`src/rtl/door_event_encoder.sv`:
```
// Door-contact front end: synchronize, debounce and edge-detect three contacts, then serialize openings as codes 1..3.
// Optional macro HOLD_CODE_EN: o_code keeps the last emitted door number between events instead of returning to 0.
module door_event_encoder #(
    parameter int DEB_CYCLES = 4,
    parameter int BITS       = 2
) (
    input  logic            i_clk,
    input  logic            i_rst_n,
    input  logic [2:0]      i_door_raw,
    output logic [BITS-1:0] o_code,
    output logic            o_code_valid,
    output logic [2:0]      o_pending
);

    typedef enum logic {
        S_IDLE  = 1'b0,
        S_DRAIN = 1'b1
    } state_t;

    localparam logic [7:0] CNT_LAST = 8'(DEB_CYCLES - 1);

    logic [2:0] w_open;

    generate
        for (genvar gi = 0; gi < 3; gi++) begin : g_door
            logic       r_s1;
            logic       r_s2;
            logic       r_deb;
            logic [7:0] r_cnt;

            always_ff @(posedge i_clk or negedge i_rst_n) begin
                if (!i_rst_n) begin
                    r_s1  <= 1'b0;
                    r_s2  <= 1'b0;
                    r_deb <= 1'b0;
                    r_cnt <= 8'd0;
                end else begin
                    r_s1 <= i_door_raw[gi];
                    r_s2 <= r_s1;
                    // Any sample matching the accepted level restarts the qualification window.
                    if (r_s2 == r_deb) begin
                        r_cnt <= 8'd0;
                    end else if (r_cnt == CNT_LAST) begin
                        r_deb <= r_s2;
                        r_cnt <= 8'd0;
                    end else begin
                        r_cnt <= r_cnt + 8'd1;
                    end
                end
            end

            assign w_open[gi] = r_s2 && !r_deb && (r_cnt == CNT_LAST);
        end
    endgenerate

    state_t          r_state;
    state_t          w_state_next;
    logic [2:0]      r_pending;
    logic [2:0]      w_pending_next;
    logic [2:0]      w_sel;
    logic [BITS-1:0] r_code;
    logic [BITS-1:0] w_code_next;
    logic            r_code_valid;
    logic            w_valid_next;

    always_ff @(posedge i_clk or negedge i_rst_n) begin
        if (!i_rst_n) begin
            r_state      <= S_IDLE;
            r_pending    <= 3'b000;
            r_code       <= '0;
            r_code_valid <= 1'b0;
        end else begin
            r_state      <= w_state_next;
            r_pending    <= w_pending_next;
            r_code       <= w_code_next;
            r_code_valid <= w_valid_next;
        end
    end

    always_comb begin
        w_sel        = 3'b000;
        w_valid_next = 1'b0;
`ifdef HOLD_CODE_EN
        w_code_next  = r_code;
`else
        w_code_next  = '0;
`endif
        if (r_state == S_DRAIN) begin
            // Lowest-numbered door wins; the rest wait in pending for later cycles.
            if (r_pending[0]) begin
                w_sel       = 3'b001;
                w_code_next = BITS'(1);
            end else if (r_pending[1]) begin
                w_sel       = 3'b010;
                w_code_next = BITS'(2);
            end else begin
                w_sel       = 3'b100;
                w_code_next = BITS'(3);
            end
            w_valid_next = 1'b1;
        end
        w_pending_next = (r_pending & ~w_sel) | w_open;
        w_state_next   = (w_pending_next != 3'b000) ? S_DRAIN : S_IDLE;
    end

    assign o_code       = r_code;
    assign o_code_valid = r_code_valid;
    assign o_pending    = r_pending;

endmodule

```
`config.mk`:
```
export PLATFORM = sky130hd
export DESIGN_NAME = door_event_encoder
export DESIGN_NICKNAME = d
export VERILOG_FILES = /design/src/rtl/door_event_encoder.sv
export SDC_FILE = /design/constraint.sdc
export NUM_CORES = 1
export LEC_CHECK = 0
export ABC_AREA = 1
export CAP_MARGIN = 30
export CORE_MARGIN = 2
export CORE_UTILIZATION = 57
export CTS_CLUSTER_SIZE = 16
export DETAILED_ROUTE_END_ITERATION = 16
export PLACE_DENSITY = 0.8
export SETUP_SLACK_MARGIN = 0.15
export SKIP_CTS_REPAIR_TIMING = 1
export SYNTH_ARGS = -nofsm -noshare
export SYNTH_HDL_FRONTEND = slang
export SYNTH_SLANG_ARGS = --single-unit
```
`constraint.sdc`:
```
create_clock -name i_clk -period 1.4 [get_ports i_clk]
set_clock_uncertainty 0.1 [all_clocks]
set_input_delay 0.21 -clock i_clk [delete_from_list [all_inputs] [get_ports i_clk]]
set_output_delay 0.21 -clock i_clk [all_outputs]
set_load 0.01 [all_outputs]
```
==> flow_summary.toml <==
[run_status]
status = "finished, violations left"
failed_checks = "design-rule violations"

[logic_synthesis]
synth_xor_area_share_pct = 2.04
ys_ff_latch = 40
ys_warn_count = 0
netlist_area_sq_um = 1720
synthAdderAreaFrac_pct = 4.37
avgSynthCellArea_sq_um = 8.94
yosys.area_share.simple_pct = 22.6
synth_nets = 203
synth_cell_type_count = 16
synth_area_leader_cell = "dfrtp_1"
seq_area_frac_synth_pct = 58.3
synth_top_family_by_area = "simple AND/OR/NAND/NOR gates"
synth.area.mux_share_pct = 0
synth_top_area_share_pct = 58.3
synth_compound_area_share_pct = 6.12
synth_area_leaders = "dfrtp_1, nor2_1, nand2_1, inv_1, ha_1"
synth_cells = 192

[place]
io_buffers = 10
dp_slack_ns = 0.0808
globalplace.congestion = 0.847
place_area_sq_um = 1870
dp_hpwl_mm = 1.99

[die]
dieArea_sq_um = 3470
coreArea_sq_um = 2810
start_util_pct = 61.2
die_y_microns = 58.9
io_pins = 11
num_rows = 19
die_x_microns = 58.9

[layout]
layout_commonest_cell = "dfrtp_1"
layout_common_cells = "dfrtp_1, nor2_1, inv_1, nand2_1, buf_4"
fin_area_sq_um = 2310
area_growth_pct = 34.5
finalNetCount = 241
drive_gt1_share_pct = 36.4
n_antenna_cell = 0

[sta]
hold_viol = 0
rsz0062_at_grt = "true"
min_period_ns = 1.38
worst_pin_slew_ns = 0.261
fmax_mhz = 726
setup_viol = 0
hold_slack_ns = 0.190
maxSlewViolCount = 0
slew_headroom_pct = 82.5
layout_setup_ws_ns = 0.0222
finalCritPeriodShare_pct = 98.4

[routing]
via_count = 1444
route.detailed.drc = 2
totalWireLength_mm = 4.26
via_per_inst = 5.51
drtAntennaViolNets = 0
first_pass_iters = 10
wl_per_cell_microns = 16.2
drt_iter0_drc = 93

[worst_setup_path]
crit_fanout = 4
regToRegStartpoint = "g_door[1].r_cnt[5]"
worst-setup-path-type = "register to register"
cp.arrival_ns = 1.52
path_cells = "nor2_1, nand2_1, nor2_2, nand2_1, nor2_1, a21oi_1"
rr_worst_depth = 6
cpPeakStageDelay_ns = 0.46
cp-start-kind = "register"
worst_setup_path_end_kind = "register"
rrSetupSlack_ns = 0.02
critPathTopFamily = "simple AND/OR/NAND/NOR gates"
worstPathRequired_ns = 1.54
crit_slowest_cell = "dfrtp_1"
reg2reg_to = "g_door[1].r_deb"
worst-path-buf-inv = 0

[global_route]
grt_overflow_total = 0
grt_use_met2_pct = 34.0
grt_pass1_vias = 1244
grt_max_degree = 41
grt-busiest-layer = "met2"
grt_pass1_wl_mm = 5.23
use_met1_pct = 24.9
grt_use_total_pct = 20.9
met3_usage_pct = 7.25
antenna_found_initial = 0

[clock_network]
clk_pin_slew_worst_paths_ns = 0.14
cts.htree.levels = 2
clockBufferDepth = 2
cts_tree = "done"
cts_root_buffer = "clkbuf_4"
clk_latency_ns = 0.36
clock_sinks = 40
cts_buffers = 5

[pwr]
cellPowerDensity_nw_per_um2 = 1660
totalPowerFinal_w = 0.00382
cellLeakagePower_nw = 1.19
ir_worst_vdd_uv = 1520

[worst_hold_path]
holdPathStages = 1
hold_path.class = "primary input to register"
worstHoldEndpoint = "g_door[2].r_s1"
hp-start = "i_door_raw[2]"

[run]
drv_cap = 0
kinds of logic (layout without fill, tap and decap cells):
kind of cell / count (synthesis) / in the layout
flip-flops: 40 / 40
adder cells (fa/ha/maj): 6 / 6
XOR/XNOR: 4 / 4
AO/OA/AOI/OAI: 17 / 17
buffers and inverters: 30 / 69
AND/OR/NAND/NOR: 95 / 95
cells in the mapped netlist:
cell type / n
o21bai_1: 3
nor2_1: 45
nand3_1: 8
nor3_1: 5
nor3b_1: 2
a21oi_1: 9
nand2_1: 32
xnor2_1: 3
xor2_1: 1
a21boi_0: 1
dfrtp_1: 40
ha_1: 6
o21ai_2: 2
a31oi_1: 2
nor2_2: 3
inv_1: 30
worst max path at each step:
stage | from | endpoint | slack [ns] | depth (start not counted)
after floorplan | g_door[1].r_cnt[0] | r_state | 0.20 | 5
after global placement | g_door[1].r_cnt[0] | r_state | 0.11 | 5
after detailed placement | g_door[1].r_cnt[0] | r_state | 0.08 | 5
after CTS | o_pending[1] | o_pending[1] | -0.23 | 1
after global routing | g_door[1].r_cnt[5] | g_door[1].r_deb | -0.04 | 5
final | g_door[1].r_cnt[5] | g_door[1].r_deb | 0.02 | 6
per-stage QoR:
| step | cells | TNS (ns) | utilization [%] |
|---|---|---|---|
| floorplan | 192 | 0 | - |
| detailed placement | 234 | 0 | 66.7 |
| CTS | 242 | -1.01 | 69.9 |
| global placement | 234 | 0 | 66.7 |
| global route | 262 | -0.0409 | 82.3 |
| finish | 262 | 0 | 82.3 |
power breakdown:
group	total [W]	internal [W]	switching, W	leakage [nW]
registers	0.00157	0.00139	0.000184	0.524
logic	0.00143	0.000668	0.000760	0.616
clock network	0.000824	0.000428	0.000395	0.0484
layer usage:
metal / vias to the layer above / part of all wire (%)
met1: 720 / 42
met5: - / 0
met4: 0 / 1.9
met2: 40 / 52
li1: 671 / -
met3: 13 / 3.8
flip-flops by register name, indices dropped and copies added, names as in the netlist:
| register | count |
|---|---|
| o_code | 2 |
| r_state | 1 |
| g_door.r_cnt | 24 |
| g_door.r_deb | 3 |
| g_door.r_s1 | 3 |
| o_pending | 3 |
| o_code_valid | 1 |
| g_door.r_s2 | 3 |
area by class of cell:
cell class / instances / area (sq um)
clock buffers: 6 / 51.3
clock inverters: 2 / 38.8
fillers: 156 / 495
inverters: 30 / 115
multi-input cells: 122 / 800
flip-flops and latches: 40 / 1000
well taps: 31 / 38.8
repair buffers: 31 / 264
(Power assumes the default switching activity.)
